$ cat config.mk
export PLATFORM = sky130hd
export DESIGN_NAME = mem_access_ctrl
export DESIGN_NICKNAME = d
export VERILOG_FILES = /design/src/rtl/mem_access_ctrl.sv
export SDC_FILE = /design/constraint.sdc
export NUM_CORES = 1
export LEC_CHECK = 0
export CAP_MARGIN = 15
export CORE_MARGIN = 10
export CORE_UTILIZATION = 34
export DETAILED_ROUTE_END_ITERATION = 12
export GPL_ROUTABILITY_DRIVEN = 0
export HOLD_SLACK_MARGIN = 0.08
export PLACE_DENSITY = 0.81
export SYNTH_ARGS = -nofsm -noshare
export SYNTH_HDL_FRONTEND = slang
export SYNTH_SLANG_ARGS = --single-unit
$ cat constraint.sdc
create_clock -name clk -period 3.05 [get_ports clk]
set_input_delay 0.915 -clock clk [delete_from_list [all_inputs] [get_ports clk]]
set_output_delay 0.915 -clock clk [all_outputs]
set_load 0.05 [all_outputs]
$ cat src/rtl/mem_access_ctrl.sv
// Memory-stage access controller for the pipelined LC-3b datapath.
// Sequences direct and indirect (LDI/STI) data-memory accesses, formats
// byte/word data, and stalls the upstream pipeline until each access completes.
module mem_access_ctrl (
    input  logic        clk,
    input  logic        reset,
    input  logic        mem_valid,
    input  logic        mem_read,
    input  logic        mem_write,
    input  logic        mem_byte,
    input  logic        mem_indirect,
    input  logic [15:0] mem_address,
    input  logic [15:0] mem_store_data,
    input  logic [15:0] dmem_rdata,
    input  logic        dmem_resp,
    output logic [15:0] dmem_address,
    output logic        dmem_read,
    output logic        dmem_write,
    output logic [1:0]  dmem_wmask,
    output logic [15:0] dmem_wdata,
    output logic        mem_stall,
    output logic        mem_done,
    output logic [15:0] mem_load_data,
    output logic [15:0] stall_count
);

    typedef enum logic {IDLE, FINAL} state_t;

    state_t      state;
    state_t      state_next;
    logic [15:0] ptr;
    logic        ptr_load;
    logic        req;
    logic        acc_final;
    logic        acc_byte;
    logic [15:0] acc_addr;
    logic [7:0]  byte_sel;

    assign req = mem_valid & (mem_read | mem_write);

    // Stall whenever a live memory instruction has not finished this cycle.
    assign mem_stall = req & ~mem_done & ~reset;

    // State and pointer registers; reset abandons any in-flight sequence.
    // NOTE: sequential state uses non-blocking assignments so every register
    // samples the pre-edge values, independent of statement order.
    always_ff @(posedge clk or posedge reset) begin
        if (reset) begin
            state <= IDLE;
            ptr   <= 16'h0000;
        end else begin
            state <= state_next;
            if (ptr_load) begin
                ptr <= dmem_rdata;
            end
        end
    end

    // Saturating count of stalled cycles.
    always_ff @(posedge clk or posedge reset) begin
        if (reset) begin
            stall_count <= 16'h0000;
        end else if (mem_stall && stall_count != 16'hFFFF) begin
            stall_count <= stall_count + 16'h0001;
        end
    end

    // Next-state, request generation and load formatting.
    // NOTE: every output of this block gets a default first so no path can
    // leave a signal unassigned and infer a latch.
    always_comb begin
        state_next    = state;
        ptr_load      = 1'b0;
        acc_final     = 1'b0;
        acc_byte      = 1'b0;
        acc_addr      = mem_address;
        byte_sel      = 8'h00;
        dmem_address  = 16'h0000;
        dmem_read     = 1'b0;
        dmem_write    = 1'b0;
        dmem_wmask    = 2'b00;
        dmem_wdata    = 16'h0000;
        mem_done      = 1'b0;
        mem_load_data = 16'h0000;

        case (state)
            IDLE: begin
                if (req) begin
                    if (mem_indirect) begin
                        // Pointer fetch: always a word read.
                        dmem_read    = 1'b1;
                        dmem_address = {mem_address[15:1], 1'b0};
                        if (dmem_resp) begin
                            ptr_load   = 1'b1;
                            state_next = FINAL;
                        end
                    end else begin
                        acc_final = 1'b1;
                        acc_addr  = mem_address;
                        acc_byte  = mem_byte;
                    end
                end
            end
            FINAL: begin
                if (req) begin
                    // Indirect final access is word-sized at the fetched pointer.
                    acc_final = 1'b1;
                    acc_addr  = ptr;
                    acc_byte  = 1'b0;
                    if (dmem_resp) begin
                        state_next = IDLE;
                    end
                end else begin
                    state_next = IDLE;
                end
            end
            default: state_next = IDLE;
        endcase

        if (acc_final) begin
            dmem_read    = mem_read;
            dmem_write   = mem_write;
            dmem_address = acc_byte ? acc_addr : {acc_addr[15:1], 1'b0};
            if (mem_write) begin
                dmem_wmask = acc_byte ? (acc_addr[0] ? 2'b10 : 2'b01) : 2'b11;
                dmem_wdata = acc_byte ? {mem_store_data[7:0], mem_store_data[7:0]}
                                      : mem_store_data;
            end
            mem_done = dmem_resp;
            if (dmem_resp) begin
                byte_sel      = acc_addr[0] ? dmem_rdata[15:8] : dmem_rdata[7:0];
                mem_load_data = acc_byte ? {{8{byte_sel[7]}}, byte_sel} : dmem_rdata;
            end
        end

        if (reset) begin
            ptr_load      = 1'b0;
            dmem_read     = 1'b0;
            dmem_write    = 1'b0;
            dmem_wmask    = 2'b00;
            dmem_wdata    = 16'h0000;
            mem_done      = 1'b0;
            mem_load_data = 16'h0000;
        end
    end

endmodule

# Word-level counts from Yosys, hierarchy flattened
# Index checks and enable logic that the tools add are counted.
# W data, S select, Z words.
[op_classes]
addsub = 1
mul = 0
n_div = 0
n_lt_le_gt_ge = 0
n_eq_ne = 1
shift = 0
n_mux = 45
bitwise_logic = 7
n_reduce_logical = 1
[op_table]
columns = ["op", "n"]
rows = [
  ["$mux W16", 13],
  ["$pmux W16 S2", 1],
  ["$mux W1", 22],
  ["$add A16 B1 Y16 const B", 1],
  ["$ne A16 B16 Y1 const B", 1],
  ["$mux W2", 5],
  ["$mux W8", 1],
  ["$pmux W1 S2", 3],
  ["$and A1 B1 Y1", 3],
  ["$not A1 Y1", 3],
  ["$logic_and A1 B1 Y1", 1],
  ["$or A1 B1 Y1", 1],
]
[word_totals]
register_bits = 33
latchBits = 0
mem_bits_rw = 0
rom_bits = 0
out_inout_bits = 70
wordCells = 58
memories = 0

# Depth between registers and ports, before layout
# Gate-level depths: netlist of the first run.
[depth]
word_depth = 10
ltp_mapped = 7
mapped_depth_nobuf = 5

# Worst setup path before layout of the first run
# No wires, ideal clock.
[synth_timing]
kind = "input -> output"
from = "input port mem_read"
to = "output port mem_load_data[0]"
arrival_ns = 2.838
t_required_ns = 2.135
slack_ns = -0.703
path_stages = 7
path_buffers = 2
cell_sequence = "o21ai_2 buf_6 or4b_4 buf_6 nor2_8 mux2i_1 nor2_1"
[synth_via]
elab_chain_cells = 9
[synth_rtl]
columns = ["item", "line_no", "source"]
rows = [
  ["start: declaration", "8", "input logic mem_read,"],
  ["$or A1 B1 Y1 (*)", "39", "assign req = mem_valid & (mem_read | mem_write);"],
  ["$and A1 B1 Y1 (*)", "39", ""],
  ["$mux W16", "105", "if (req) begin"],
  ["$pmux W16 S2", "86", "case (state)"],
  ["$mux W8", "131", "byte_sel = acc_addr[0] ? dmem_rdata[15:8] : dmem_rdata[7:0];"],
  ["$mux W16", "132", "mem_load_data = acc_byte ? {{8{byte_sel[7]}}, byte_sel} : dmem_rdata;"],
  ["$mux W16", "130", "if (dmem_resp) begin"],
  ["$mux W16 (*)", "120", "if (acc_final) begin"],
  ["$mux W16 (*)", "136", "if (reset) begin"],
  ["end: declaration", "23", "output logic [15:0] mem_load_data,"],
]
# Mark *: on every way between the ends. The rest lies on a longest branch, timed or not.

# Final worst setup path of the first run
[layout_timing]
from = "input port mem_read"
to = "output port mem_load_data[12]"
# Same word-level chain as after synthesis.

==> results of run 1 <==
[metrics by stage]
| step | utilization [%] | instance area, µm² |
|---|---|---|
| global placement | 64.66 | 3896 |
| floorplan | - | 2313 |
| detailed placement | 64.66 | 3896 |
| global route | 76.64 | 4618 |
| finish | 76.64 | 4618 |
| CTS | 74.50 | 4489 |
[flip-flops by register name, indices dropped and copies added, names as in the netlist]
name	cells
stall_count	16
state	1
ptr	16
[how the worst min path moves through the flow]
stage	start	endpoint	slack [ns]	depth (start not counted)
finish	stall_count[5]$_DFFE_PP0P_	stall_count[5]$_DFFE_PP0P_	0.50	1
global route	stall_count[5]$_DFFE_PP0P_	stall_count[5]$_DFFE_PP0P_	0.53	1
CTS	stall_count[5]$_DFFE_PP0P_	stall_count[5]$_DFFE_PP0P_	0.50	1
detailed placement	stall_count[5]$_DFFE_PP0P_	stall_count[5]$_DFFE_PP0P_	0.48	1
global placement	stall_count[5]$_DFFE_PP0P_	stall_count[5]$_DFFE_PP0P_	0.49	1
floorplan	ptr[15]$_DFFE_PP0P_	ptr[15]$_DFFE_PP0P_	0.48	1
[report_power, final]
group | internal (µW) | leakage (µW) | switching, µW
clock network | 266 | 0.0000585 | 154
registers | 525 | 0.000418 | 82.0
logic | 323 | 0.00150 | 404
total | 1110 | 0.00197 | 639
[worst reg2reg max path: cells and delay by family, from the launching register on]
kind	cells	cell delay (ns)
simple gates	3	0.63
flops	1	0.43
buf+inv	4	0.65
compound gates	1	0.21
mux	1	0.28
[what timing repair did]
action                     CTS  global route
cloned                       1             1
resized for setup          108            35
hold buffers                 0             0
buffers inserted            17             3
setup endpoints to repair   47            36
pin swaps                   19            18
[logic make-up after synthesis]
group           count (synthesis)  share of synthesized area (%)
fa+ha+maj                       1                         0.5857
buf+inv                        13                          3.280
compound gates                 28                          9.139
simple gates                   87                          20.91
flops                          33                          38.66
xor+xnor                       10                          4.101
mux                            46                          23.32
[per-layer routing]
metal	up-vias	wire, µm	track usage, %
li1	1098	-	-
met1	1171	3736	19.32
met2	115	5137	33.32
met3	24	830	6.436
met4	0	391	5.402
met5	-	0	0
[final cells by class]
type / instances / area [µm²]
repair buffers: 166 / 1894
fillers: 374 / 1408
flip-flops and latches: 33 / 825.8
clock inverters: 1 / 30.03
multi-input cells: 172 / 1659
repair inverters: 1 / 6.256
inverters: 4 / 20.02
well taps: 75 / 93.84
diodes: 1 / 2.502
clock buffers: 7 / 86.33
[Yosys cell counts (3+ instances only)]
library cell	n
dfrtp_1	33
nor2_1	30
mux2i_1	25
nand2_1	24
mux2_2	20
a21oi_1	10
and2_1	10
o21a_1	9
xnor2_1	7
nand3_1	5
and3_1	4
inv_1	4
nand4_1	4
clkbuf_1	3
xor2_1	3
==> key figures, run 1 <==
Outcome
  • Outcome: finished with violations
  • Failing checks: negative setup slack

Clock network
  • CTS buffer count: 5
  • CTS HTree Levels: 2
  • CTS tree: done
  • Sink Count: 33
  • Root Buffer: clkbuf_8
  • Clock transition at path regs: 0.07 ns
  • Deepest clock path buffer count: 2
  • Clock latency on the worst-skew pair: 0.28 ns

Synth
  • Synthesized netlist cell count: 218
  • Post-synthesis cell area: 0.002136 mm²
  • Unique masters post-synth: 37
  • FF+latch count, synth: 33
  • Syn Area/Cell: 9.797 µm²
  • Cell accounting for the most synthesized area: dfrtp_1
  • Sequential area share after synthesis: 38.66%
  • Most area-consuming cells after synthesis: dfrtp_1 39%, mux2i_1 12%, mux2_2 11%
  • Yosys top cell area share: 38.66%
  • Post-synth EDFFs: 0
  • Top FF cell, synth: dfrtp_1
  • Syn_nets: 275
  • Fraction of registers with async set or reset after synthesis: 100.0%
  • Synth Warn #: 0

Drt
  • Final wirelength: 10.10 mm
  • Routed WL per cell: 21.95 µm
  • Iter 0 DRT Violations: 102
  • Vias per std cell: 5.235
  • # DRC: 0
  • Antenna viol nets, final: 0
  • Vias: 2408
  • DRT Pass-1 Iters: 5

Timing
  • Sum Neg Setup Slack: -6.980 ns
  • Post-Route Skew: 0.007825 ns
  • RSZ-0062 raised after global routing: yes
  • Final setup vio count: 28
  • Max-slew violation count: 0
  • Hold WS: 0.5026 ns
  • Final worst slack: -0.3940 ns
  • Fmax: 290.4 MHz
  • Period utilisation layout: 112.9%
  • Final hold violation count: 0
  • Worst slew pin tran: 0.5184 ns
  • Min Tclk post-route: 3.444 ns
  • Max-slew headroom: 65.33%

Power
  • Max VDD drop: 0.5474 mV
  • PwrDens: 379.7 mW/mm²
  • Lkg Pwr: 0.001973 µW
  • Total power: 1754 µW

Floorplan
  • Die width: 99.26 µm
  • IO Count: 126
  • Cell row count: 28
  • Die Y: 99.26 µm
  • Die ar.: 0.009852 mm²
  • Core footprint: 0.006026 mm²
  • Initial Util: 35.44%

Layout
  • Non-Filler Instances: 460
  • Fraction of layout cells with a size suffix above 1: 50.52%
  • Commonest non-fill, non-tap cell in the layout: clkdlybuf4s50_1
  • P&R area growth vs syn: 116.2%
  • Most frequent cells in the layout: 64 x clkdlybuf4s50_1, 42 x buf_4, 33 x dfrtp_1
  • Nets: 440

Worst setup path
  • Worst setup EP type: output pin
  • R2R depth: 9
  • Crit. path cell count: 8
  • CP Max Fanout: 8
  • Crit path max-delay family: multiplexers
  • RR Endpoint: stall_count[10]$_DFFE_PP0P_
  • Slowest stage cell, crit path: o211ai_1
  • CP max stage delay: 0.34 ns
  • CP Class: in -> out
  • Worst EP arrival: 2.53 ns
  • Req. time, crit path: 2.13 ns
  • Critical Path Source: mem_read
  • Startpoint types: primary input
  • Crit-path cells: buf_8 > o211ai_1 > mux2i_4 > mux2i_2 > a21oi_4 > buf_12 > o21a_2 > buf_6
  • Flop2flop setup slack: 0.73 ns
  • CP endpoint: mem_load_data[12]
  • Reg-to-reg startpoint: state$_DFF_PP0_
  • Crit path buf inv count: 3

Placed design
  • Port bufs: 125
  • DP Worst Slack: -0.9377 ns
  • Placed insts: 434
  • DP HPWL: 6.629 mm

Global route
  • Initial antenna violation count: 1
  • Vias in the first global route: 2672
  • First-pass GRT wire length: 14.59 mm
  • Tot GR Track Use: 18.31%
  • GRT overflow: 0
  • Largest net degree at the start of global routing: 33

Min path
  • Hold Path Class: reg -> reg

Run
  • Max_cap viols: 0
No activity file was read; power rests on OpenSTA's default activity.
==> run 2: changes to the inputs <==
TNS_END_PERCENT = 100   (was not set)
==> results of run 2 <==
No change in the layout: final DEF, timing and power equal those of run 1.
==> run 3: changes to the inputs <==
ABC_CLOCK_PERIOD_IN_PS = 3050   (was not set)
==> results of run 3 <==
No change in the layout: final DEF, timing and power equal those of run 1.
